[config.mk]
export PLATFORM = sky130hd
export DESIGN_NAME = char_sequencer
export DESIGN_NICKNAME = d
export VERILOG_FILES = /design/src/rtl/char_sequencer.sv
export SDC_FILE = /design/constraint.sdc
export NUM_CORES = 1
export LEC_CHECK = 0
export BUFFER_PORTS_ARGS = -buffer_cell sky130_fd_sc_hd__clkbuf_2
export CORE_AREA = 3 3 105 67
export CTS_BUF_LIST = sky130_fd_sc_hd__clkbuf_4 sky130_fd_sc_hd__clkbuf_8
export CTS_CLUSTER_DIAMETER = 80
export DETAILED_ROUTE_END_ITERATION = 8
export DIE_AREA = 0 0 108 70
export GPL_TIMING_DRIVEN = 1
export PLACE_DENSITY_LB_ADDON = 0.2
export SYNTH_ARGS = -nofsm -noshare
export SYNTH_HDL_FRONTEND = slang
export SYNTH_SLANG_ARGS = --single-unit
[constraint.sdc]
create_clock -name clk -period 6.4 [get_ports clk]
set_input_delay 1.28 -clock clk [delete_from_list [all_inputs] [get_ports clk]]
set_output_delay 1.28 -clock clk [all_outputs]
set_load 0.005 [all_outputs]
[src/rtl/char_sequencer.sv]
// rtl/char_sequencer.sv - character FIFO with tick-paced release to the segment animator
// Buffers pin-written characters and strobes them out, each held then followed by a blank.
module char_sequencer #(
  parameter int DEPTH       = 8,
  parameter int HOLD_TICKS  = 30,
  parameter int BLANK_TICKS = 6
) (
  input  logic                       clk,
  input  logic                       rst_n,
  input  logic                       tick_in,
  input  logic                       wr_req,
  input  logic [6:0]                 wr_data,
  input  logic                       clear,
  output logic [6:0]                 char_out,
  output logic                       char_valid,
  output logic [$clog2(DEPTH):0]     count,
  output logic                       full,
  output logic                       empty,
  output logic                       overflow,
  output logic                       busy
);

  localparam int AW   = $clog2(DEPTH);
  localparam int CW   = AW + 1;
  localparam int MAXT = (HOLD_TICKS > BLANK_TICKS) ? HOLD_TICKS : BLANK_TICKS;
  localparam int TW   = $clog2(MAXT) + 1;

  typedef enum logic [1:0] {IDLE, SHOW, GAP} state_t;

  state_t          state;
  logic [6:0]      mem [DEPTH];
  logic [AW-1:0]   wr_ptr, rd_ptr;
  logic [CW-1:0]   count_nxt;
  logic [TW-1:0]   tick_cnt;
  logic            s1, s2, s3;
  logic            rise, push, pop;

  always_ff @(posedge clk or negedge rst_n) begin
    if (!rst_n) begin
      s1 <= 1'b0;
      s2 <= 1'b0;
      s3 <= 1'b0;
    end else begin
      s1 <= wr_req;
      s2 <= s1;
      s3 <= s2;
    end
  end

  assign rise = s2 & ~s3;
  // full/empty are registered, so both decisions use the pre-update occupancy
  assign push = rise & ~full & ~clear;
  assign pop  = (state == IDLE) & ~empty & ~clear;
  assign busy = (state != IDLE);

  always_comb begin
    count_nxt = count;
    if (push && !pop)
      count_nxt = count + 1'b1;
    else if (!push && pop)
      count_nxt = count - 1'b1;
  end

  always_ff @(posedge clk) begin
    if (push)
      mem[wr_ptr] <= wr_data;
  end

  always_ff @(posedge clk or negedge rst_n) begin
    if (!rst_n) begin
      state      <= IDLE;
      wr_ptr     <= '0;
      rd_ptr     <= '0;
      count      <= '0;
      full       <= 1'b0;
      empty      <= 1'b1;
      overflow   <= 1'b0;
      char_out   <= '0;
      char_valid <= 1'b0;
      tick_cnt   <= '0;
    end else begin
      char_valid <= 1'b0;
      if (clear) begin
        state    <= IDLE;
        wr_ptr   <= '0;
        rd_ptr   <= '0;
        count    <= '0;
        full     <= 1'b0;
        empty    <= 1'b1;
        overflow <= 1'b0;
        char_out <= '0;
        tick_cnt <= '0;
      end else begin
        if (rise && full)
          overflow <= 1'b1;
        if (push)
          wr_ptr <= wr_ptr + 1'b1;
        if (pop)
          rd_ptr <= rd_ptr + 1'b1;
        count <= count_nxt;
        full  <= (count_nxt == CW'(DEPTH));
        empty <= (count_nxt == '0);

        case (state)
          IDLE: begin
            if (pop) begin
              char_out   <= mem[rd_ptr];
              char_valid <= 1'b1;
              tick_cnt   <= '0;
              state      <= SHOW;
            end
          end
          SHOW: begin
            if (tick_in) begin
              if (tick_cnt == TW'(HOLD_TICKS - 1)) begin
                tick_cnt <= '0;
                if (BLANK_TICKS > 0) begin
                  char_out   <= '0;
                  char_valid <= 1'b1;
                  state      <= GAP;
                end else begin
                  state <= IDLE;
                end
              end else begin
                tick_cnt <= tick_cnt + 1'b1;
              end
            end
          end
          GAP: begin
            if (tick_in) begin
              if (tick_cnt == TW'(BLANK_TICKS - 1)) begin
                tick_cnt <= '0;
                state    <= IDLE;
              end else begin
                tick_cnt <= tick_cnt + 1'b1;
              end
            end
          end
          default: state <= IDLE;
        endcase
      end
    end
  end

endmodule
* Word level (Yosys, flattened, before mapping) *
Memories as Yosys holds them, arrays and structs flattened.
Index checks and enable logic that the tools add are counted.

storage, ports and cells
  bits of input ports = 12
  output and inout bits = 16
  RAM bits = 56
  register bits = 32
  memories kept = 1

cells by class
  eq/ne operators = 10
  reductions and logical operators = 16
  multiplexer cells = 37
  bitwise operators = 9
  add/subtract/negate cells = 5

memory list
  name  words  width  read ports  clocked after Yosys merged registers in  write ports  line  text
  mem   8      7      1           0                                        1            31    logic [6:0] mem [DEPTH];

operator list
  cell                                                                    number
  6-bit 2-to-1 mux                                                        6
  7-bit 2-to-1 mux                                                        4
  6-bit case mux with 3 select lines                                      1
  3-bit != test (second input constant)                                   5
  7-bit case mux with 2 select lines                                      1
  2-bit 2-to-1 mux                                                        6
  3-bit 2-to-1 mux                                                        4
  4-bit 2-to-1 mux                                                        3
  1-bit 2-to-1 mux                                                        10
  4-bit AND reduction                                                     2
  2-bit nonzero test                                                      4
  3-bit by 1-bit adder with 3-bit output (second input constant)          2
  6-bit by 1-bit adder with 6-bit output (second input constant)          1
  6-bit by 3-bit equality test with 1-bit output (second input constant)  1
  6-bit by 5-bit equality test with 1-bit output (second input constant)  1
  2-bit case mux with 3 select lines                                      1
  1-bit bitwise AND                                                       5
  5-bit AND reduction                                                     1
  4-bit by 1-bit adder with 4-bit output (second input constant)          1
  4-bit equality test (second input constant)                             1
  4-bit zero test                                                         1
  1-bit inverter                                                          4
  4-bit nonzero test                                                      1
  4-bit by 1-bit subtractor with 4-bit output (second input constant)     1
  7 further kinds                                                         10

* Depth between registers and ports, before layout *
Gate-level depths: netlist of run 1.

  depth in word-level cells = 10
  depth in mapped cells = 8
  depth with buffers taken out = 7

* Least setup slack after synthesis of run 1 *
Ideal clock, no wire load.

  path type = input to register
  start = in clear
  end = mem mem[0][0] (enable)
  arrival = 2.399 ns
  slack = 3.621 ns
  stages on the path = 3
  cells stage by stage = buf_2 > or3_1 > nor3_1

on the way
  cells in the longest elaborated chain, start to end = 4

ends and longest elaborated chain
  element                                 line  text
  start: declaration                      13    input logic clear,
  1-bit inverter                          52    assign push = rise & ~full & ~clear;
  1-bit bitwise AND                       52
  1-bit 2-to-1 mux                        65    if (push)
  1-bit 2-to-1 mux (not written as such)  66    mem[wr_ptr] <= wr_data;
  end: declaration                        31

Every way passes these cells.

* Worst setup path in the final report of run 1 *
  start = in clear
  end = mem mem[1][1] (enable)

Same word-level chain as after synthesis.

==> impl_metrics.tcl, run 1 <==
set metrics [dict create \
    maxCapViolCount 0 \
    cts_tree "done" \
    wire_per_inst_um 19.5 \
    syn_area_per_cell_um2 15.0 \
    cts-resized-gates 0 \
    synth_ff_type "edfxtp_1" \
    final_cell_mix "56 x edfxtp_1, 31 x dfrtp_1, 27 x clkbuf_2" \
    slowest_stage "nor3_1" \
    crit_path_end_kind "flip-flop" \
    holdBufCountCts 0 \
    slew_headroom 0.358 \
    route.detailed.drc 0 \
    grt_pass1_wl_mm 11.9 \
    cp.required_ns 6.37 \
    die_y_um 70 \
    grt_setup_unrepaired "no" \
    clk_path_buf_depth 2 \
    fin_setup_tns_ns 0 \
    drive_above_1_share 0.245 \
    place_area_mm2 0.00403 \
    vias_per_cell 5.94 \
    port_buffers 27 \
    postCtsSetupRepairBufs 0 \
    syn-num-nets 276 \
    clk_latency_ns 0.36 \
    drv_slew 0 \
    power.total_mw 1.49 \
    placedCellCount 358 \
    synth_top_cell_by_area "edfxtp_1" \
    synth.area.top_cells "edfxtp_1 44%, dfrtp_1 20%, mux4_2 8.2%, ha_1 2.9%, mux2i_1 2.1%" \
    n_fill_cell 436 \
    powerDensity_mw_per_mm2 352 \
    worstSetupPathType "in2reg" \
    overflow 0 \
    n_antenna_cell 0 \
    first_pass_iters 4 \
    synthesis.area_mm2 0.00383 \
    initial_core_util 0.630 \
    final_cell_count_no_fill 374 \
    cp-start-kind "input port" \
    crit_family "simple AND/OR/NAND/NOR gates" \
    p_leak_nw 1.55 \
    cp.buffers_inverters 2 \
    die-area_mm2 0.00756 \
    design_area_mm2 0.00422 \
    cts_root_buf "clkbuf_8" \
    netlist.area_leader.share 0.439 \
    period_minus_slack_ns 2.83 \
    fp-row-count 22 \
    synth_edf_count 56 \
    drt_iter0_markers 172 \
    fin_crit_sh 0.441 \
    hold_viol 0 \
    top_level_ports 28 \
    antenna_found_initial 0 \
    preCtsSetupSlack_ns 3.21 \
    ys_ff_latch 88 \
    yosysWarnings 0 \
    layout-area-overhead-vs-synth_pct 10.1 \
    cts.sinks 88 \
    synthArstFlopShare 0.364 \
    vias 2220 \
    whs_ns 0.366 \
    grt_pass1_vias 2169 \
    path_cells "clkbuf_2 > inv_1 > nand3_1 > nor3_1" \
    ys_seq_area_frac 0.648 \
    cts_buffers 9 \
    setup_slack_ns 3.57 \
    gp_congestion 0.765 \
    cts.clk_slew.worst_paths_ns 0.08 \
    tightest_slew_ns 0.956 \
    coreArea_mm2 0.00608 \
    critPathMaxFanout 18 \
    peakVddDrop_mv 0.208 \
    grt_max_degree 33 \
    clock-skew-final_ns 0.0179 \
    die_w_um 108 \
    synth_cell_type_count 48 \
    syn_inst 255 \
    setup_viol 0 \
    layout_commonest_cell "edfxtp_1" \
    ant_nets 0 \
    drt_wl_total_mm 7.30 \
    max_stage_delay_ns 0.78 \
    status "finished clean" \
    finalCoreUtilization 0.694 \
    fmax_ghz 0.354 \
    finalNetCount 306 \
    hp-class "reg2reg" \
    track_usage 0.215 \
    hpwl_mm 5.14 \
    crit_arrival_ns 2.80 \
    h-tree-depth 3 \
]
Yosys cell counts (2+ instances only):
master and n:
ha_1 9, xor2_1 3, a22o_1 2, buf_2 4
mux4_2 14, nor3b_2 2, nand3_1 8, nor2b_1 4
o21bai_1 2, or2_2 2, a21oi_1 9, clkbuf_1 2
dfrtp_1 31, xnor2_1 4, nor3_1 8, mux2i_1 8
or3_1 2, nor2_1 18, nor3_2 2, o21ai_0 2
edfxtp_1 56, a31oi_1 2, o21a_1 3, inv_1 9
nand2_1 15, nand2b_1 5, o2bb2ai_1 7, nand2_2 2
path summary, 6_finish.rpt:
check / cells past startpoint / startpoint / slack [ns] / endpoint
worst max-delay path: 4 / clear / 3.57 / mem[1][1]
worst min-delay path: 0 / s1 / 0.37 / s2
worst max register to register: 3 / s3 / 3.93 / mem[0][1]
worst min register to register: 0 / s1 / 0.37 / s2
max in group asynchronous: 1 / rst_n / 4.87 / count[3]
min in group asynchronous: 1 / rst_n / 1.00 / tick_cnt[2]
kinds of logic after synthesis:
group | synth area share
adder cells (fa/ha/maj) | 0.0294
multiplexers | 0.106
XOR/XNOR | 0.0160
AO/OA/AOI/OAI | 0.0725
flip-flops | 0.648
buffers and inverters | 0.0199
AND/OR/NAND/NOR | 0.108
final cells by class:
cell class | count | area, um^2 | area share
Clock inverter | 6 | 58.8 | 0.0139
Inverter | 9 | 33.8 | 0.00800
Clock buffer | 10 | 131 | 0.0311
Tap cell | 84 | 105 | 0.0249
Multi-Input combinational cell | 150 | 1270 | 0.302
Sequential cell | 88 | 2480 | 0.588
Timing Repair Buffer | 27 | 135 | 0.0320
layer usage:
metal / track usage / part of all wire
met5: 0 / 0
met3: 0.0591 / 0.070
met2: 0.281 / 0.42
met4: 0.0546 / 0.0067
met1: 0.352 / 0.50
flip-flops by register name, summed over array words and instances, names as in the netlist:
signal / flops
mem: 56
char_out: 7
tick_cnt: 6
count: 4
rd_ptr: 3
wr_ptr: 3
state: 2
char_valid: 1
empty: 1
full: 1
overflow: 1
s1: 1
s2: 1
s3: 1
report_power, final:
| part | switching, mW | internal [mW] | total (mW) |
|---|---|---|---|
| registers | 0.0742 | 0.650 | 0.725 |
| logic | 0.203 | 0.188 | 0.392 |
| clock network | 0.187 | 0.183 | 0.370 |
No activity file was read; power rests on OpenSTA's default activity.
==> run 2, diff against run 1 <==
Settings changed: CORE_AREA 3 3 105 67 to 3 3 111 71, DIE_AREA 0 0 108 70 to 0 0 114 74.
Clock period 6.4 ns to 2.3 ns, I/O delays scaled along.
==> impl_metrics.tcl, run 2 (same netlist as run 1, synthesis figures left out) <==
set metrics [dict create \
    grt_pass1_vias 2207 \
    drt_wl_total_mm 7.36 \
    placedCellCount 379 \
    setup_viol 0 \
    multi_input_area_mm2 0.00127 \
    clk_latency_ns 0.37 \
    holdBufCountCts 0 \
    first_pass_iters 4 \
    crit_arrival_ns 2.25 \
    ant_nets 0 \
    cts_tree "done" \
    cts-resized-gates 0 \
    r2r_slack_ns 0.31 \
    grt_pass1_wl_mm 11.8 \
    wire_per_inst_um 18.6 \
    worst_r2r_path_depth 6 \
    n_fill_cell 540 \
    coreArea_mm2 0.00703 \
    clk_path_buf_depth 2 \
    preCtsSetupSlack_ns 0.295 \
    die_y_um 74 \
    drt_iter0_markers 162 \
    overflow 0 \
    top_level_ports 28 \
    setup_slack_ns 0.308 \
    vias 2255 \
    crit_path_end_kind "flip-flop" \
    gp_congestion 0.783 \
    top_regs "mem (56), char_out (7), tick_cnt (6)" \
    clock-skew-final_ns 0.0104 \
    drv_slew 0 \
    r2r_end "tick_cnt[0]" \
    slew_headroom 0.425 \
    layout-area-overhead-vs-synth_pct 13.3 \
    maxCapViolCount 0 \
    vias_per_cell 5.71 \
    antenna_found_initial 0 \
    hpwl_mm 5.03 \
    critPathMaxFanout 10 \
    status "finished clean" \
    grt_setup_unrepaired "no" \
    initial_core_util 0.545 \
    cts_root_buf "clkbuf_8" \
    seqCellArea_mm2 0.00248 \
    postCtsSetupRepairBufs 0 \
    final_cell_count_no_fill 395 \
    layout_commonest_cell "edfxtp_1" \
    p_leak_nw 1.62 \
    h-tree-depth 3 \
    period_minus_slack_ns 1.99 \
    grt_max_degree 33 \
    cts.sinks 88 \
    fin_setup_tns_ns 0 \
    largest_reg_flops 56 \
    port_buffers 27 \
    worstSetupPathType "reg2reg" \
    die-area_mm2 0.00844 \
    finalNetCount 320 \
    cp.required_ns 2.56 \
    tightest_slew_ns 0.863 \
    cts.clk_slew.worst_paths_ns 0.08 \
    fin_crit_sh 0.866 \
    drive_above_1_share 0.283 \
    n_antenna_cell 0 \
    fmax_ghz 0.502 \
    regMostFlops "mem" \
    cp-start-kind "flip-flop" \
    powerDensity_mw_per_mm2 966 \
    fp-row-count 24 \
    die_w_um 114 \
    route.detailed.drc 0 \
    final_cell_mix "56 x edfxtp_1, 31 x dfrtp_1, 27 x clkbuf_2" \
    peakVddDrop_mv 0.513 \
    track_usage 0.196 \
    cts_buffers 9 \
    hold_viol 0 \
    hp-class "in2async" \
    r2r_start "state[0]" \
]
[run 2: cell count changes in the layout (fill, tap and decap cells not counted)]
| cell | change |
|---|---|
| buf_4 | +14 |
| clkbuf_4 | +1 |
| clkinv_1 | -1 |
| clkinv_2 | -1 |
| clkinv_4 | +1 |
| clkinvlp_4 | +1 |
| inv_6 | -1 |
[run 2: worst max-delay path, stage by stage (launching register included)]
cell	delay [ns]
dfrtp_1	0.39
inv_1	0.07
ha_1	0.28
or2_2	0.33
a41oi_2	0.44
nor2_2	0.11
mux2_2	0.28
[run 2: metrics by stage]
stage          total power [mW]  utilization  hold WS, ns  area [um^2]
2_1_floorplan              2.82            -        0.164         3830
3_3_place_gp               3.15        0.590        0.337         4140
3_5_place_dp               3.19        0.590        0.337         4140
4_1_cts                    4.24        0.618        0.182         4340
5_1_grt                    4.45        0.618        0.169         4340
6_report                   4.19        0.618        0.197         4340
[run 2: worst max path at each step]
stage | start | endpoint
final | state[0] | tick_cnt[0]
after global routing | state[0] | tick_cnt[0]
after CTS | state[0] | tick_cnt[0]
after detailed placement | state[0] | tick_cnt[0]
after global placement | state[0] | tick_cnt[0]
after floorplan | full | mem[0][0]
[run 2: cell type report]
type,count,area share
repair buffers,41,0.0553
flip-flops and latches,88,0.572
multi-input cells,150,0.293
well taps,91,0.0262
inverters,9,0.00778
clock buffers,11,0.0320
clock inverters,5,0.0133
[run 2: power breakdown]
group          switching, mW  internal [mW]  leakage (nW)
Sequential             0.121           1.81         0.933
Clock                  0.524          0.524        0.0940
Combinational          0.641          0.570         0.595
[run 2: routing by layer]
layer,global-route usage,vias up,share of wire
met4,0.0553,0,0.012
li1,-,1051,-
met3,0.0878,9,0.091
met2,0.281,88,0.45
met1,0.274,1107,0.45
met5,0,-,0
==> run 3, diff against run 2 <==
Settings changed: ABC_CLOCK_PERIOD_IN_PS set to 2300, PLACE_DENSITY set to 0.76, PLACE_DENSITY_LB_ADDON 0.2 to unset.
==> impl_metrics.tcl, run 3 (same netlist as run 1, synthesis figures left out) <==
set metrics [dict create \
    status "finished clean" \
    crit_arrival_ns 2.23 \
    seqPwrFrac 0.450 \
    hp-class "in2async" \
    hold_viol 0 \
    wire_per_inst_um 18.0 \
    worstSetupPathType "reg2reg" \
    route.detailed.drc 0 \
    layout-area-overhead-vs-synth_pct 14.3 \
    grt_pass1_wl_mm 11.6 \
    switching_share 0.293 \
    drv_slew 0 \
    clkPwrFrac 0.272 \
    maxCapViolCount 0 \
    power.total_mw 4.30 \
    grt_max_degree 33 \
    peakVddDrop_mv 0.709 \
    die_w_um 114 \
    worst_r2r_path_depth 6 \
    powerDensity_mw_per_mm2 983 \
    cts.sinks 88 \
    crit_family "simple AND/OR/NAND/NOR gates" \
    top_regs "mem (56), char_out (7), tick_cnt (6)" \
    critPathMaxFanout 10 \
    vias_per_cell 5.61 \
    p_leak_nw 1.65 \
    cts_tree "done" \
    slew_headroom 0.434 \
    cp.required_ns 2.54 \
    path_cells "inv_1 > ha_1 > or2_2 > a41oi_2 > nor2_2 > mux2_2" \
    port_buffers 27 \
    gp_congestion 0.764 \
    vias 2228 \
    cts-resized-gates 0 \
    die-area_mm2 0.00844 \
    cp.buffers_inverters 1 \
    grt_pass1_vias 2150 \
    cts_root_buf "clkbuf_8" \
    drive_above_1_share 0.284 \
    fin_crit_sh 0.862 \
    fin_setup_tns_ns 0 \
    grt_setup_unrepaired "no" \
    design_area_mm2 0.00438 \
    layout_commonest_cell "edfxtp_1" \
    clk_latency_ns 0.36 \
    max_stage_delay_ns 0.44 \
    finalCoreUtilization 0.623 \
    postCtsSetupRepairBufs 0 \
    cp.depth 6 \
    first_pass_iters 4 \
    cts.clk_slew.worst_paths_ns 0.08 \
    die_y_um 74 \
    combPwrFrac 0.279 \
    clk_path_buf_depth 2 \
    place_area_mm2 0.00416 \
    finalNetCount 322 \
    top_level_ports 28 \
    regMostFlops "mem" \
    fmax_ghz 0.504 \
    initial_core_util 0.545 \
    coreArea_mm2 0.00703 \
    overflow 0 \
    track_usage 0.187 \
    tightest_slew_ns 0.848 \
    setup_viol 0 \
    antenna_found_initial 0 \
    h-tree-depth 3 \
    period_minus_slack_ns 1.98 \
    internal_power_mw 3.04 \
    holdBufCountCts 0 \
    cp-start-kind "flip-flop" \
    cts_buffers 9 \
    n_antenna_cell 0 \
    crit_path_end_kind "flip-flop" \
    clock-skew-final_ns 0.00580 \
    ant_nets 0 \
    fp-row-count 24 \
    drt_iter0_markers 117 \
    largest_reg_flops 56 \
    hpwl_mm 4.98 \
    p_switching_mw 1.26 \
    drt_wl_total_mm 7.15 \
    final_cell_mix "56 x edfxtp_1, 31 x dfrtp_1, 27 x clkbuf_2" \
    slowest_stage "a41oi_2" \
]
[run 3: cell types whose count changed in the layout (fill, tap and decap cells not counted)]
cell and change:
clkbuf_8 +1, buf_4 +2, clkinv_1 +1, bufinv_16 +1, clkinvlp_4 -2, clkinv_4 -1
[run 3: layout make-up]
class                   instances  area (um^2)
repair buffers                 43          255
well taps                      91          114
fillers                       529         2650
clock buffers                  12          153
inverters                       9         33.8
flip-flops and latches         88         2480
multi-input cells             150         1270
clock inverters                 4         67.6
[run 3: routing by layer]
layer | vias to the layer above | GRT usage | share of wire
li1 | 1053 | - | -
met1 | 1121 | 0.281 | 0.50
met2 | 47 | 0.264 | 0.44
met3 | 7 | 0.0626 | 0.053
met4 | 0 | 0.0514 | 0.0099
met5 | - | 0 | 0
[run 3: worst paths after layout]
path / slack, ns / to / startpoint
worst max-delay path: 0.32 / tick_cnt[0] / state[0]
worst min-delay path: 0.19 / count[3] / rst_n
worst max register to register: 0.32 / tick_cnt[0] / state[0]
worst min register to register: 0.36 / s2 / s1
max in group asynchronous: 1.58 / char_out[6] / rst_n
min in group clk: 0.20 / s1 / wr_req
[run 3: metrics by stage]
stage / std cells / hold slack (ns) / worst slack, ns
after detailed placement: 381 / 0.354 / 0.361
after global placement: 381 / 0.335 / 0.419
after floorplan: 255 / 0.164 / 0.108
after global routing: 397 / 0.191 / 0.220
final: 397 / 0.193 / 0.317
after CTS: 397 / 0.184 / 0.337
[run 3: power by group through the flow]
stage / combinational, mW / sequential [mW] / clock, mW
after floorplan: 0.877 / 1.94 / 0
after global placement: 1.19 / 1.96 / 0
after detailed placement: 1.21 / 1.97 / 0
after CTS: 1.22 / 1.94 / 1.19
after global routing: 1.33 / 1.95 / 1.25
final: 1.20 / 1.94 / 1.17
